==> src/rtl/tron_move_sequencer_if.sv <==
// tron_move_sequencer_if
//   Issue bus between the move sequencer and the collision grid.
//   play_x / play_y  : head coordinates of the issued player, zero-extended to 32 bits
//   play_num         : 0 = player 0, 1 = player 1
//   super_enable     : 1-cycle issue strobe
//   game_over        : grid collision flag, returned to the sequencer
//   master : sequencer side, drives the issue fields and receives game_over.
//   slave  : grid side, receives the issue fields and drives game_over.
interface tron_move_sequencer_if;
    logic [31:0] play_x;
    logic [31:0] play_y;
    logic        play_num;
    logic        super_enable;
    logic        game_over;

    modport master (
        output play_x,
        output play_y,
        output play_num,
        output super_enable,
        input  game_over
    );

    modport slave (
        input  play_x,
        input  play_y,
        input  play_num,
        input  super_enable,
        output game_over
    );
endinterface

==> src/rtl/tron_move_sequencer.sv <==
// tron_move_sequencer
//   Holds both players' heads and directions, advances them once every TICK_DIV clocks
//   and issues them to the collision grid as two back-to-back 1-cycle strobes
//   (player 0, then player 1). Freezes permanently once the grid reports game over.
// Ports
//   clock       : system clock, rising edge
//   reset       : asynchronous, active-low
//   start       : level; leaves IDLE while high
//   dir_p0/p1   : requested direction, 00 up, 01 right, 10 down, 11 left
//   grid        : issue bus (master side), see tron_move_sequencer_if
//   step_count  : completed steps, saturating at 16'hFFFF
//   halted      : high in the terminal HALT state
// Configuration
//   TRON_WRAP_EN defined  : moves wrap modulo 64.
//   TRON_WRAP_EN undefined: moves clamp at 0/63 (head repeats its cell).
module tron_move_sequencer #(
    parameter logic [15:0] TICK_DIV = 16'd50000,
    parameter logic [5:0]  P0_X0    = 6'd8,
    parameter logic [5:0]  P0_Y0    = 6'd32,
    parameter logic [5:0]  P1_X0    = 6'd55,
    parameter logic [5:0]  P1_Y0    = 6'd32
) (
    input  logic                         clock,
    input  logic                         reset,
    input  logic                         start,
    input  logic [1:0]                   dir_p0,
    input  logic [1:0]                   dir_p1,
    tron_move_sequencer_if.master        grid,
    output logic [15:0]                  step_count,
    output logic                         halted
);

    typedef enum logic [2:0] {StIdle, StWait, StIssue0, StIssue1, StHalt} state_e;

    localparam logic [1:0] DirUp    = 2'b00;
    localparam logic [1:0] DirRight = 2'b01;
    localparam logic [1:0] DirDown  = 2'b10;
    localparam logic [1:0] DirLeft  = 2'b11;

    state_e      state_q, state_d;
    logic [15:0] tick_q, tick_d;
    logic [5:0]  x0_q, x0_d, y0_q, y0_d, x1_q, x1_d, y1_q, y1_d;
    logic [1:0]  dir0_q, dir0_d, dir1_q, dir1_d;
    logic [5:0]  px_q, px_d, py_q, py_d;
    logic        pnum_q, pnum_d;
    logic        se_q, se_d;
    logic [15:0] step_count_q, step_count_d;
    logic        sample_en;
    logic [11:0] nxt0, nxt1;

    // Returns {x, y} after one move in direction dir.
    function automatic logic [11:0] step_head(input logic [5:0] x, input logic [5:0] y,
                                              input logic [1:0] dir);
        logic [5:0] nx;
        logic [5:0] ny;
        nx = x;
        ny = y;
`ifdef TRON_WRAP_EN
        unique case (dir)
            DirUp:    ny = y - 6'd1;
            DirRight: nx = x + 6'd1;
            DirDown:  ny = y + 6'd1;
            DirLeft:  nx = x - 6'd1;
            default:  ;
        endcase
`else
        unique case (dir)
            DirUp:    ny = (y == 6'd0)  ? y : y - 6'd1;
            DirRight: nx = (x == 6'd63) ? x : x + 6'd1;
            DirDown:  ny = (y == 6'd63) ? y : y + 6'd1;
            DirLeft:  nx = (x == 6'd0)  ? x : x - 6'd1;
            default:  ;
        endcase
`endif
        return {nx, ny};
    endfunction

    // Player 0 uses this cycle's latched direction so the final WAIT sample counts;
    // player 1 is advanced during ISSUE0, where sampling is frozen, so dir1_q is final.
    assign nxt0 = step_head(x0_q, y0_q, dir0_d);
    assign nxt1 = step_head(x1_q, y1_q, dir1_q);

    always_comb begin
        state_d      = state_q;
        tick_d       = tick_q;
        x0_d         = x0_q;
        y0_d         = y0_q;
        x1_d         = x1_q;
        y1_d         = y1_q;
        px_d         = px_q;
        py_d         = py_q;
        pnum_d       = pnum_q;
        se_d         = 1'b0;
        step_count_d = step_count_q;

        // Direction requests are latched in IDLE/WAIT only; a 180-degree reversal is dropped.
        sample_en = (state_q == StIdle) || (state_q == StWait);
        dir0_d    = dir0_q;
        dir1_d    = dir1_q;
        if (sample_en && (dir_p0 != (dir0_q ^ 2'b10))) dir0_d = dir_p0;
        if (sample_en && (dir_p1 != (dir1_q ^ 2'b10))) dir1_d = dir_p1;

        case (state_q)
            StIdle: begin
                if (start) state_d = StWait;
            end
            StWait: begin
                if (grid.game_over) begin
                    state_d = StHalt;
                end else if (tick_q == TICK_DIV - 16'd1) begin
                    tick_d  = 16'd0;
                    state_d = StIssue0;
                    x0_d    = nxt0[11:6];
                    y0_d    = nxt0[5:0];
                    px_d    = nxt0[11:6];
                    py_d    = nxt0[5:0];
                    pnum_d  = 1'b0;
                    se_d    = 1'b1;
                end else begin
                    tick_d = tick_q + 16'd1;
                end
            end
            StIssue0: begin
                if (grid.game_over) begin
                    state_d = StHalt;
                end else begin
                    state_d = StIssue1;
                    x1_d    = nxt1[11:6];
                    y1_d    = nxt1[5:0];
                    px_d    = nxt1[11:6];
                    py_d    = nxt1[5:0];
                    pnum_d  = 1'b1;
                    se_d    = 1'b1;
                    if (step_count_q != 16'hFFFF) step_count_d = step_count_q + 16'd1;
                end
            end
            StIssue1: begin
                state_d = grid.game_over ? StHalt : StWait;
            end
            default: begin
                state_d = StHalt;
            end
        endcase
    end

    always_ff @(posedge clock or negedge reset) begin
        if (!reset) begin
            state_q      <= StIdle;
            tick_q       <= 16'd0;
            x0_q         <= P0_X0;
            y0_q         <= P0_Y0;
            x1_q         <= P1_X0;
            y1_q         <= P1_Y0;
            dir0_q       <= DirRight;
            dir1_q       <= DirLeft;
            px_q         <= 6'd0;
            py_q         <= 6'd0;
            pnum_q       <= 1'b0;
            se_q         <= 1'b0;
            step_count_q <= 16'd0;
        end else begin
            state_q      <= state_d;
            tick_q       <= tick_d;
            x0_q         <= x0_d;
            y0_q         <= y0_d;
            x1_q         <= x1_d;
            y1_q         <= y1_d;
            dir0_q       <= dir0_d;
            dir1_q       <= dir1_d;
            px_q         <= px_d;
            py_q         <= py_d;
            pnum_q       <= pnum_d;
            se_q         <= se_d;
            step_count_q <= step_count_d;
        end
    end

    assign grid.play_x       = {26'd0, px_q};
    assign grid.play_y       = {26'd0, py_q};
    assign grid.play_num     = pnum_q;
    assign grid.super_enable = se_q;
    assign step_count        = step_count_q;
    assign halted            = (state_q == StHalt);

endmodule

==> src/flat_wrapper.sv <==
// flat-port wrapper written by rule: the top's interface ports become plain ports
module tron_move_sequencer_flat 
#(
    parameter logic [15:0] TICK_DIV = 16'd50000,
    parameter logic [5:0]  P0_X0    = 6'd8,
    parameter logic [5:0]  P0_Y0    = 6'd32,
    parameter logic [5:0]  P1_X0    = 6'd55,
    parameter logic [5:0]  P1_Y0    = 6'd32
)
  (clock, reset, start, dir_p0, dir_p1, step_count, halted, grid_play_x, grid_play_y, grid_play_num, grid_super_enable, grid_game_over);
  tron_move_sequencer_if grid_i ();
  input  logic clock;
  input  logic reset;
  input  logic start;
  input  logic [1:0] dir_p0;
  input  logic [1:0] dir_p1;
  output logic [15:0] step_count;
  output logic halted;
  output wire logic [$bits(grid_i.play_x)-1:0] grid_play_x;
  output wire logic [$bits(grid_i.play_y)-1:0] grid_play_y;
  output wire logic [$bits(grid_i.play_num)-1:0] grid_play_num;
  output wire logic [$bits(grid_i.super_enable)-1:0] grid_super_enable;
  input wire logic [$bits(grid_i.game_over)-1:0] grid_game_over;
  assign grid_play_x = grid_i.play_x;
  assign grid_play_y = grid_i.play_y;
  assign grid_play_num = grid_i.play_num;
  assign grid_super_enable = grid_i.super_enable;
  assign grid_i.game_over = grid_game_over;
  tron_move_sequencer #(.TICK_DIV(TICK_DIV), .P0_X0(P0_X0), .P0_Y0(P0_Y0), .P1_X0(P1_X0), .P1_Y0(P1_Y0)) u_core (.clock(clock), .reset(reset), .start(start), .dir_p0(dir_p0), .dir_p1(dir_p1), .grid(grid_i), .step_count(step_count), .halted(halted));
endmodule
==> config.mk <==
export PLATFORM = sky130hd
export DESIGN_NAME = tron_move_sequencer_flat
export DESIGN_NICKNAME = d
export VERILOG_FILES = /design/src/rtl/tron_move_sequencer_if.sv /design/src/rtl/tron_move_sequencer.sv /design/src/flat_wrapper.sv
export SDC_FILE = /design/constraint.sdc
export NUM_CORES = 1
export LEC_CHECK = 0
export ABC_CLOCK_PERIOD_IN_PS = 2250
export CORE_MARGIN = 3
export CORE_UTILIZATION = 54
export CTS_CLUSTER_DIAMETER = 50
export DETAILED_ROUTE_END_ITERATION = 8
export GPL_TIMING_DRIVEN = 1
export HOLD_SLACK_MARGIN = 0.08
export PLACE_DENSITY_LB_ADDON = 0.05
export SLEW_MARGIN = 20
export SYNTH_ARGS = -nofsm -noshare
export SYNTH_HDL_FRONTEND = slang
export SYNTH_SLANG_ARGS = --single-unit
==> constraint.sdc <==
create_clock -name clock -period 2.25 [get_ports clock]
set_clock_uncertainty 0.1 [all_clocks]
set_input_delay 0.225 -clock clock [delete_from_list [all_inputs] [get_ports clock]]
set_output_delay 0.225 -clock clock [all_outputs]
set_load 0.05 [all_outputs]
# Yosys cells after proc, flatten, opt, wreduce, memory -nomap -nowiden
# Cells that the tools add are included.
dict set report word_totals {
  reg_bits 77
  inputBits 8
  out_inout_bits 83
  elab_cells 102
}
dict set report op_classes {
  add_sub_neg 10
  eq_ne 23
  n_mux 36
  bitwise 3
  reduce_logical 17
}
# op count
set ops {}
lappend ops {{two-way mux 6 bit} 14}
lappend ops {{case mux 6 bit (2 select lines)} 6}
lappend ops {{adder 16 x 1 -> 16 bit (second input constant)} 2}
lappend ops {{adder 6 x 1 -> 6 bit (second input constant)} 4}
lappend ops {{equality test 6 bit (second input constant)} 4}
lappend ops {{logical NOT 6 bit} 4}
lappend ops {{subtractor 6 x 1 -> 6 bit (second input constant)} 4}
lappend ops {{equality test 16 bit (second input constant)} 1}
lappend ops {{two-way mux 16 bit} 1}
lappend ops {{!= test 16 bit (second input constant)} 1}
lappend ops {{two-way mux 3 bit} 5}
lappend ops {{case mux 3 bit (4 select lines)} 1}
lappend ops {{equality test 2 bit (second input constant)} 4}
lappend ops {{!= test 2 bit (second input constant)} 4}
lappend ops {{equality test 3 x 2 -> 1 bit (second input constant)} 2}
lappend ops {{two-way mux 1 bit} 6}
lappend ops {{AND reduction 2 bit} 3}
lappend ops {{AND reduction 3 bit} 2}
lappend ops {{equality test 2 x 1 -> 1 bit (second input constant)} 2}
lappend ops {{logical NOT 2 bit} 2}
lappend ops {{!= test 2 bit} 2}
lappend ops {{case mux 1 bit (2 select lines)} 2}
lappend ops {{AND reduction 4 bit} 1}
lappend ops {{equality test 3 x 1 -> 1 bit (second input constant)} 1}
lappend ops {{8 further kinds} 11}

# Longest topological paths before layout
dict set report logic_depth {
  depth_word 9
  mapped_depth 9
  depth_no_buf 8
}

# Worst setup path before layout
# No wires, ideal clock.
dict set report synth_timing {
  kind {flip-flop to flip-flop}
  start {reg u_core.step_count_q[0], in the netlist u_core.step_count[0]}
  end {reg u_core.step_count_q[11], in the netlist u_core.step_count[11]}
  setup_ps 82
  arrival_ps 2040
  required_time_ps 2068
  slack_ps 28
  path_stages_with_launch 7
  path_buffers 0
  synth_period_minus_slack_ps 2222
  cell_sequence {dfrtp_1 ha_1 and3_1 a41oi_4 nand4_2 nor3_1 xor2_1}
}
dict set report synth_between {
  elab_chain_len 2
  word_cells_on_any_way 3
  classes_between {add/sub: 1; eq/ne: 1; reduce/logical: 1}
}
# item line
set synth_rtl {}
lappend synth_rtl {{from (decl)} tron_move_sequencer.sv:47} ;# logic [15:0] step_count_q, step_count_d;
lappend synth_rtl {{from (signal assigned)} tron_move_sequencer.sv:174} ;# step_count_q <= step_count_d;
lappend synth_rtl {{parallel branches: the longest is 2 deep, another holds adder 16 x 1 -> 16 bit} --}
# Parallel ways; which one is timed is not known.
# A chain may end at the register's enable or synchronous reset.

# Final worst setup path
dict set report layout_timing {
  start {reg u_core.state_q[1]}
  end {reg u_core.py_q[4]}
}
dict set report layout_between {
  elab_chain_len 9
  word_cells_on_any_way 17
  classes_between {eq/ne: 6; mux: 5; reduce/logical: 6}
}
# item line
set layout_rtl {}
lappend layout_rtl {{from (decl)} tron_move_sequencer.sv:40} ;# state_e state_q, state_d;
lappend layout_rtl {{from (signal assigned)} tron_move_sequencer.sv:148} ;# state_q <= StIdle;
lappend layout_rtl {{from (signal assigned)} tron_move_sequencer.sv:162} ;# state_q <= state_d;
lappend layout_rtl {{equality test 3 x 1 -> 1 bit / logical NOT 3 bit (equally long branches)} {tron_move_sequencer.sv:97, tron_move_sequencer.sv:103}}
lappend layout_rtl {{logical OR 1 bit} tron_move_sequencer.sv:97} ;# sample_en = (state_q == StIdle) || (state_q == StWait);
lappend layout_rtl {{logical AND 1 bit} tron_move_sequencer.sv:100} ;# if (sample_en && (dir_p0 != (dir0_q ^ 2'b10))) dir0_d = dir_p0;
lappend layout_rtl {{two-way mux 2 bit} tron_move_sequencer.sv:100}
lappend layout_rtl {{equality test 2 bit / logical NOT 2 bit (equally long branches)} tron_move_sequencer.sv:67} ;# unique case (dir)
lappend layout_rtl {{case mux 6 bit (2 select lines)} tron_move_sequencer.sv:67}
lappend layout_rtl {{two-way mux 6 bit} tron_move_sequencer.sv:110} ;# end else if (tick_q == TICK_DIV - 16'd1) begin
lappend layout_rtl {{two-way mux 6 bit} tron_move_sequencer.sv:108} ;# if (grid.game_over) begin
lappend layout_rtl {{case mux 6 bit (2 select lines)} tron_move_sequencer.sv:103} ;# case (state_q)
lappend layout_rtl {{to (signal assigned)} tron_move_sequencer.sv:171} ;# py_q <= py_d;
lappend layout_rtl {{to (decl)} tron_move_sequencer.sv:44} ;# logic [5:0] px_q, px_d, py_q, py_d;
# Parallel ways exist; a longest one is shown, timed or not. The select of a mux whose other input is x is not followed.

==> results.toml <==
[yosys]
yosys.area.top_type = "dfrtp_1"
synthTopCellsByArea = "dfrtp_1 (31%), buf_4 (7.6%), dfstp_2 (5.5%)"
postSynthAreaPerCell_sq_um = 8.79
synth_edf_count = 0
syn-cell-area_sq_um = 5250
ys_warn_count = 0
ys_ff_latch = 77
async_flop_share_pct = 100
synth_cells = 597
seq_area_frac_synth_pct = 37.0
synth_top_cell_area_share_pct = 31.5
synth_ff_type = "dfrtp_1"
synth_cell_types = 77

[global_route]
grt_pass1_vias = 4071
grt_max_degree = 40
antenna_found_initial = 0
grt_pass1_wl_um = 20400
grt_usage_pct = 22.7
grt-ovfl-total = 0

[worst_setup_path]
path_cells = "or2_1 -> a21oi_2 -> buf_4 -> nand3_2 -> or2_2 -> o221a_2 -> nor3_1"
max_stage_delay_ns = 0.49
crit_buf_inv = 1
critPathTopFamily = "simple AND/OR/NAND/NOR gates"
cp-end-kind = "register"
worstPathArrival_ns = 2.33
critical_path_class = "register to register"
crit_fanout = 8
slowest_stage = "dfrtp_2"
ff2ff_path_depth = 7
cp.depth = 7
start_kind = "register"
cp_data_required_time_ns = 2.41

[timing]
setup_viol = 0
finalCriticalPeriod_ns = 2.17
worst_pin_slew_ns = 0.540
clock.fmax_mhz = 461
maxSlewViolCount = 0
slew_headroom_pct = 64.0
min_period_over_period_pct = 96.5
finalHoldViolCount = 0

[die]
die_w_um = 105
die_h_um = 105
core_area_sq_um = 9330
ios = 91
die_area_sq_um = 10900
rows = 35
initial_core_util_pct = 56.3

[detailed_routing]
drtPass1Iterations = 5
drt-wirelength-per-cell_um = 15.4
vias_per_cell = 5.58
wl_um = 12500
vias = 4507
initialDrtViolationCount = 257
drt.antenna.violating_nets = 0
drc = 0

[placement]
port_buffers = 38
gp_congestion = 0.884
place_area_sq_um = 5860
dp.final_hpwl_um = 9130
post-place-cells = 787

[finish]
layout_common_cells = "dfrtp_1 (61), buf_4 (58), nor2_1 (57)"
final_nets = 696
final_area_sq_um = 6180
mostFrequentLayoutCell = "dfrtp_1"
fin_cells = 808
diodes = 0
final_util_pct = 66.2
area_growth_pct = 17.7
drive_above_1_share_pct = 18.0

[clock_tree]
clockBufferDepth = 2
cts_sinks = 77
clk_latency_ns = 0.36
clockRootBuffer = "clkbuf_8"
cts_tree = "done"
cts_made_buffers = 9
htreeDepth = 3
clkTransAtPathRegs_ns = 0.10

[min_path]
hold_class = "input pin to async pin"

[power]
power.switching_uw = 1640
power.leakage_uw = 0.00275
comb_power_share_pct = 32.8
power_uw = 4340
power.density_nw_per_um2 = 703
pwr-share-clk_pct = 28.0
p_int_uw = 2700
seq_power_share_pct = 39.2
switching_share_pct = 37.8
max-vdd-ir-drop_mv = 0.386

[outcome]
status = "complete, no violations"

[run]
cap_viol_max_count = 0
## state kept, by name, indices dropped and copies added, names as in the netlist
register and flops:
u_core.dir0_q 2, u_core.dir1_q 2, u_core.grid.play_num 1, u_core.grid.super_enable 1, u_core.px_q 6, u_core.py_q 6, u_core.state_q 3, u_core.step_count 16
u_core.tick_q 16, u_core.x0_q 6, u_core.x1_q 6, u_core.y0_q 6, u_core.y1_q 6
## cells in the mapped netlist (3+ instances only)
master,count
nor3b_1,4
dfrtp_1,66
inv_1,19
xor2_1,12
o221ai_1,4
buf_4,53
nor4_1,3
o41ai_1,3
xnor2_1,26
o22ai_1,6
mux2i_1,3
mux2_2,4
nand2_1,42
a31oi_1,10
o211ai_1,7
and4_1,4
a21oi_1,29
or3_1,4
nand2b_1,9
clkbuf_1,20
and3_1,18
a22oi_1,5
nand4_1,10
o21ai_0,29
and2_1,6
o21a_1,6
ha_1,14
dfstp_2,11
a21o_1,4
buf_2,5
nor2b_1,3
nand3_1,23
nor3_1,20
o221a_2,3
nor2_1,58
## power by group through the flow
stage	Sequential (uW)	Combinational, uW	Clock [uW]
2_1_floorplan	1660	997	0
3_3_place_gp	1720	1350	0
3_5_place_dp	1720	1370	0
4_1_cts	1690	1390	1240
5_1_grt	1730	1540	1310
6_report	1700	1430	1220
## metrics by stage
| stage | setup TNS (ns) | setup slack, ns | hold WS [ns] |
|---|---|---|---|
| floorplan | 0 | 0.0278 | -0.171 |
| global placement | -0.251 | -0.0690 | 0.146 |
| detailed placement | -0.814 | -0.0960 | 0.146 |
| CTS | 0 | 0.0302 | 0.298 |
| global route | -0.0436 | -0.0408 | 0.333 |
| finish | 0 | 0.0793 | 0.288 |
## repair_timing
action                                  4_1_cts  5_1_grt
endpoints found under the hold margin        36        0
endpoints found under the setup margin        0       17
resized for setup                             0       15
buffers inserted                              0        4
hold buffers                                  1        0
## layout make-up
| class | instances | area [sq um] |
|---|---|---|
| clock buffer | 9 | 124 |
| inverter | 20 | 75.1 |
| timing repair buffer | 96 | 826 |
| clock inverter | 7 | 104 |
| sequential | 77 | 1950 |
| fill | 802 | 3150 |
| multi-input combinational | 470 | 2940 |
| tap | 129 | 161 |
## kinds of logic (layout without fill, tap and decap cells)
family / count (synthesis) / after routing / synth area share (%)
fa+ha+maj: 14 / 14 / 3.34
xor+xnor: 38 / 38 / 6.34
flops: 77 / 77 / 37.0
mux: 7 / 7 / 1.43
simple gates: 226 / 226 / 23.1
compound gates: 133 / 133 / 17.3
buf+inv: 101 / 132 / 11.4
other cells: 1 / 52 / 0.0714
## per-layer routing
metal | up-vias | routed length, um | GRT usage, %
li1 | 2168 | - | -
met1 | 2161 | 5700 | 33.3
met2 | 168 | 5820 | 35.1
met3 | 10 | 813 | 2.84
met4 | 0 | 122 | 7.22
met5 | - | 0 | 0
## path summary, 6_finish.rpt
check                                               from                                to  slack [ns]
max                        u_core.state_q[1]$_DFFE_PN0P_        u_core.py_q[4]$_DFFE_PN0P_        0.08
min                                                reset  u_core.step_count[8]$_DFFE_PN0P_        0.29
max reg2reg                u_core.state_q[1]$_DFFE_PN0P_        u_core.py_q[4]$_DFFE_PN0P_        0.08
min reg2reg                u_core.tick_q[15]$_DFFE_PN0P_     u_core.tick_q[15]$_DFFE_PN0P_        0.39
max in group asynchronous                          reset        u_core.x1_q[4]$_DFFE_PN1P_        1.10
min in group clock                             dir_p1[0]      u_core.dir1_q[0]$_DFFE_PN1P_        0.36
No activity file was read; power rests on OpenSTA's default activity.
